[src/rtl/amba_axi4_stream_pkt_source.sv]
// rtl/amba_axi4_stream_pkt_source.sv - AXI4-Stream packet source driven by a length/id/dest/seed command
module amba_axi4_stream_pkt_source #(
    parameter int DATA_BYTES = 4,
    parameter int ID_WIDTH   = 4,
    parameter int DEST_WIDTH = 4,
    parameter int USER_WIDTH = 1,
    parameter int LEN_WIDTH  = 16,
    parameter int GAP_CYCLES = 0
) (
    input  logic                    ACLK,
    input  logic                    ARESETn,
    input  logic                    cmd_valid,
    output logic                    cmd_ready,
    input  logic [LEN_WIDTH-1:0]    cmd_bytes,
    input  logic [ID_WIDTH-1:0]     cmd_id,
    input  logic [DEST_WIDTH-1:0]   cmd_dest,
    input  logic [7:0]              cmd_seed,
    output logic [8*DATA_BYTES-1:0] TDATA,
    output logic [DATA_BYTES-1:0]   TSTRB,
    output logic [DATA_BYTES-1:0]   TKEEP,
    output logic                    TLAST,
    output logic [ID_WIDTH-1:0]     TID,
    output logic [DEST_WIDTH-1:0]   TDEST,
    output logic [USER_WIDTH-1:0]   TUSER,
    output logic                    TVALID,
    input  logic                    TREADY,
    output logic                    busy,
    output logic                    pkt_done,
    output logic                    cmd_err
);

    localparam logic [LEN_WIDTH:0] DB_L     = (LEN_WIDTH + 1)'(DATA_BYTES);
    localparam logic [7:0]         GAP_LAST = (GAP_CYCLES > 0) ? 8'(GAP_CYCLES - 1) : 8'd0;

    typedef enum logic [1:0] {S_IDLE, S_SEND, S_GAP} state_t;

    state_t                 state_q, state_d;
    logic                   rst_done_q;
    logic [LEN_WIDTH-1:0]   rem_q;
    logic [LEN_WIDTH-1:0]   beat_cnt_q;
    logic [7:0]             base_q;
    logic [7:0]             gap_cnt_q;
    logic [ID_WIDTH-1:0]    id_q;
    logic [DEST_WIDTH-1:0]  dest_q;
    logic                   pkt_done_q;
    logic                   cmd_err_q;
    logic                   accept;
    logic                   send;
    logic                   hs;
    logic                   last_beat;

    assign cmd_ready = rst_done_q && (state_q == S_IDLE);
    assign accept    = cmd_valid && cmd_ready;
    assign send      = (state_q == S_SEND);
    assign hs        = send && TREADY;
    // rem_q holds the bytes still to send, so the current beat is last once it fits
    assign last_beat = ({1'b0, rem_q} <= DB_L);

    always_comb begin
        state_d = state_q;
        case (state_q)
            S_IDLE: begin
                if (accept) begin
                    if (cmd_bytes != '0)
                        state_d = S_SEND;
                    else if (GAP_CYCLES > 0)
                        state_d = S_GAP;
                end
            end
            S_SEND: begin
                if (hs && last_beat)
                    state_d = (GAP_CYCLES > 0) ? S_GAP : S_IDLE;
            end
            S_GAP: begin
                if (gap_cnt_q == GAP_LAST)
                    state_d = S_IDLE;
            end
            default: state_d = S_IDLE;
        endcase
    end

    always_ff @(posedge ACLK) begin
        if (!ARESETn)
            state_q <= S_IDLE;
        else
            state_q <= state_d;
    end

    always_ff @(posedge ACLK) begin
        if (!ARESETn) begin
            rst_done_q <= 1'b0;
            rem_q      <= '0;
            beat_cnt_q <= '0;
            base_q     <= 8'd0;
            gap_cnt_q  <= 8'd0;
            id_q       <= '0;
            dest_q     <= '0;
            pkt_done_q <= 1'b0;
            cmd_err_q  <= 1'b0;
        end else begin
            rst_done_q <= 1'b1;
            pkt_done_q <= hs && last_beat;
            cmd_err_q  <= accept && (cmd_bytes == '0);
            gap_cnt_q  <= (state_q == S_GAP) ? gap_cnt_q + 8'd1 : 8'd0;
            if (accept && (cmd_bytes != '0)) begin
                rem_q      <= cmd_bytes;
                beat_cnt_q <= '0;
                base_q     <= cmd_seed;
                id_q       <= cmd_id;
                dest_q     <= cmd_dest;
            end else if (hs && !last_beat) begin
                rem_q      <= rem_q - LEN_WIDTH'(DATA_BYTES);
                beat_cnt_q <= beat_cnt_q + 1'b1;
                base_q     <= base_q + 8'(DATA_BYTES);
            end
        end
    end

    // Outputs derive only from state that changes on a handshake, so they hold under backpressure
    always_comb begin
        TDATA = '0;
        TKEEP = '0;
        for (int j = 0; j < DATA_BYTES; j++) begin
            if (send && ({1'b0, rem_q} > (LEN_WIDTH + 1)'(j))) begin
                TKEEP[j]       = 1'b1;
                TDATA[8*j +: 8] = base_q + 8'(j);
            end
        end
        TSTRB = TKEEP;
    end

    always_comb begin
        TUSER    = '0;
        TUSER[0] = send && (beat_cnt_q == '0);
    end

    assign TLAST    = send && last_beat;
    assign TID      = send ? id_q : '0;
    assign TDEST    = send ? dest_q : '0;
    assign TVALID   = send;
    assign busy     = (state_q != S_IDLE);
    assign pkt_done = pkt_done_q;
    assign cmd_err  = cmd_err_q;

endmodule

[config.mk]
export PLATFORM = sky130hd
export DESIGN_NAME = amba_axi4_stream_pkt_source
export DESIGN_NICKNAME = d
export VERILOG_FILES = /design/src/rtl/amba_axi4_stream_pkt_source.sv
export SDC_FILE = /design/constraint.sdc
export NUM_CORES = 1
export LEC_CHECK = 0
export ABC_AREA = 1
export CAP_MARGIN = 20
export CELL_PAD_IN_SITES_DETAIL_PLACEMENT = 0
export CELL_PAD_IN_SITES_GLOBAL_PLACEMENT = 2
export CORE_ASPECT_RATIO = 1.4
export CORE_MARGIN = 4
export CORE_UTILIZATION = 26
export DETAILED_ROUTE_END_ITERATION = 16
export PLACE_DENSITY_LB_ADDON = 0.3
export SETUP_SLACK_MARGIN = 0.02
export SYNTH_ARGS = -nofsm -noshare
export SYNTH_HDL_FRONTEND = slang
export SYNTH_SLANG_ARGS = --single-unit
[constraint.sdc]
create_clock -name ACLK -period 2.18 [get_ports ACLK]
set_input_delay 0.436 -clock ACLK [delete_from_list [all_inputs] [get_ports ACLK]]
set_output_delay 0.436 -clock ACLK [all_outputs]
set_load 0.03 [all_outputs]
==> summary.txt <==
Logic synthesis
  • Post-synth top area share: 0.285
  • Synth Area in Adders: 0.0308
  • Area contributors post-synth: dfxtp_1, nand2_1, nor2_1, inv_1, nand3_1
  • Xor-xnor portion of the synthesized cell area: 0.0407
  • Mapped Nets: 637
  • Largest family of logic cells by synthesized area: simple AND/OR/NAND/NOR gates
  • Count leader, synth: nand2_1
  • Distinct cells, synth: 31
  • Sequential-to-total area share from yosys stat: 0.285
  • Top cells by count, synth: nand2_1, nor2_1, inv_1
  • Yosys warns: 0
  • Post-synthesis async set-or-reset flop share: 0
  • Post-Syn Area per Cell: 6.18 µm²
  • Flops & latches, synth: 52
  • Post-synthesis mux area share: 0
  • EDFF count, synth: 0
  • Biggest area consumer among synthesized cells: dfxtp_1
  • Post-synth design cell area: approximately 3700 µm²
  • Post-synthesis simple-gate area fraction: 0.427
  • Synth Area in Compound Gates: 0.0992
  • Most common flop cell mapped by yosys: dfxtp_1
  • Synth Instances: between 500 and 600

Drt
  • DRT Pass-1 Iters: 4
  • Final ANT Viol Nets: 0
  • Vias per inst: ~4.5
  • Final wirelength: 12600 µm
  • Number of DRC markers in iteration 0: 116
  • Per-cell routed wire length: around 14 µm
  • Via total after detailed routing: about 4000
  • Post-route DRC: 0

Power
  • Power, Total: between 3 and 4 mW
  • LEAKAGE: ~2.5 nW
  • PwrDens: 603 nW/µm²
  • Worst VDD drop: around 0.34 mV

Floorplan
  • Die height: 148 µm
  • IO Pins: 91
  • # rows: between 50 and 60
  • Die X-Extent: roughly 110 µm
  • Initial Util: 0.264
  • CORE AREA: 13800 µm²
  • Die area: between 15000 and 20000 µm²

Critical path
  • Worst path cell trace: inv_4 > ha_4 > nand2_4 > nor2_4 > nand2_4 > inv_2 > a21oi_4 > clkinvlp_4 > buf_12 > nor2_4 > buf_6
  • Worst EP required: approximately 1.7 ns
  • Critical path type: flop to output port
  • Largest stage delay, worst path: approximately 0.36 ns
  • CP max FO: 8
  • Crit-path slowest cell: dfxtp_2
  • CP Capture Type: output port
  • Worst Path Arrival: ~1.8 ns
  • Setup crit start kind: flop

Global route
  • Gr ovfl total: 0
  • Busiest metal layer after global routing: met2
  • Pin count of the biggest net entering global routing: 20
  • Vias in the first global route: 4001
  • GR Util met3: 0.0265
  • Met1 usage: 0.186
  • Initial antenna violation count: 0
  • GRT Overall Usage: 0.157
  • M2 GR Usage: 0.287
  • First-pass GRT wire length: 20000 µm

Placement
  • Routability cong.: slightly above 0.8
  • IO Port Bufs: 90
  • DP Wirelength: 9630 µm

Finish
  • Multi-input gate area: around 2500 µm²
  • Fill count: around 1500
  • Register area: around 1100 µm²
  • Share of cells above drive strength 1: 0.263
  • Area Overhead vs Synth: 48.6%
  • Nets: between 700 and 800
  • Ant diodes: 0

Run status
  • Outcome: complete, but fails checks
  • Failing checks: negative setup slack

CTS
  • Worst-path clk slew: 0.07 ns
  • Root Buffer: clkbuf_16
  • # clock sinks: 52
  • CTS tree: done
  • Worst skew pair latency: 0.30 ns
  • # hold bufs at CTS: 0
  • # H-tree levels: 2
  • Clk buf depth: 2
  • TritonCTS buffer count: 5

STA
  • Final Max Tran Viols: 0
  • Final Skew: 0.00749 ns
  • Worst Tran Pin Value: 0.431 ns
  • RSZ-0062 raised after global routing: yes
  • Tmin final: 2.22 ns
  • Period utilization: 1.02
  • Final setup viols: 9
  • Final hold viol count: 0
  • Worst hold slack: between 0.4 and 0.5 ns
  • Fmax: 450 MHz
  • Post-route worst setup slack: -0.0409 ns
  • Relative slew slack: 0.711

Run
  • Max-cap violations: 0

Hold path
  • Worst min path class: flop to flop
==> area by class of cell <==
type                            count  share of cell area
Multi-Input combinational cell    450               0.453
Timing Repair Buffer              131               0.227
Tap cell                          185              0.0426
Sequential cell                    52               0.196
Clock inverter                      2              0.0110
Clock buffer                        5              0.0230
Inverter                           67              0.0474
==> stage by stage <==
step | cells | area (µm²) | worst slack, ns | setup TNS [ns] | util
floorplan | 592 | 3770 | -0.115 | -0.408 | -
global placement | 874 | 4900 | 0.136 | 0 | 0.354
detailed placement | 874 | 4900 | 0.137 | 0 | 0.354
CTS | 886 | 5200 | -0.0513 | -0.348 | 0.376
global route | 892 | 5440 | -0.130 | -1.57 | 0.393
finish | 892 | 5440 | -0.0409 | -0.248 | 0.393
==> flip-flops by register name, indices dropped and copies added (netlist names) <==
register,flops
rem_q,16
rst_done_q,1
beat_cnt_q,16
pkt_done,1
dest_q,4
base_q,8
state_q,1
id_q,4
cmd_err,1
==> layout by cell type (no fill, tap or decap), drive strengths merged, types with 5 or more instances in the layout <==
cell type,instances
buf,83
xor2,15
dlymetal6s2s,7
ha,9
nand3,37
nand2,158
inv,66
nor2,131
nor3,18
clkbuf,5
o21ai,27
dfxtp,52
clkdlybuf4s50,37
a21oi,35
==> metal layers <==
metal | vias to the layer above | routed length, µm
met4 | 0 | 220
met5 | - | 0
met1 | 1811 | 5330
met3 | 16 | 488
met2 | 87 | 6530
li1 | 2078 | -
==> logic make-up (layout without fill, tap and decap cells) <==
kind of cell    Yosys count  after routing
flops                    52             52
simple gates            359            360
fa+ha+maj                 9              9
xor+xnor                 17             17
buf+inv                  91            205
compound gates           64             64
==> what timing repair did <==
item                       4_1_cts  5_1_grt
gates cloned                     0        2
resized for setup               32       56
pin swaps                        4        5
setup endpoints to repair       38       39
setup buffers                    5        4
==> critical path, delay by kind of cell (launching register included) <==
| kind | cells | cell delay, ns |
|---|---|---|
| AND/OR/NAND/NOR | 4 | 0.28 |
| flip-flops | 1 | 0.36 |
| buffers and inverters | 5 | 0.51 |
| adder cells (fa/ha/maj) | 1 | 0.18 |
| AO/OA/AOI/OAI | 1 | 0.15 |
==> final timing paths <==
kind	to	cells after the start	slack [ns]	start
min reg2reg	beat_cnt_q[0]$_SDFFE_PP0P_	1	0.48	beat_cnt_q[0]$_SDFFE_PP0P_
max	TDATA[0]	11	-0.04	rem_q[2]$_SDFFE_PN0P_
min	beat_cnt_q[0]$_SDFFE_PP0P_	1	0.48	beat_cnt_q[0]$_SDFFE_PP0P_
max reg2reg	rem_q[5]$_SDFFE_PN0P_	13	0.28	rem_q[2]$_SDFFE_PN0P_
==> where the power goes <==
part	leakage, nW	internal [mW]	total [mW]	switching [mW]
Clock	0.0899	0.653	1.03	0.377
Sequential	0.431	1.01	1.07	0.0600
Combinational	1.97	0.475	1.18	0.701
Total	2.49	2.14	3.28	1.14
Note: power is estimated with default switching activity, not from simulation.
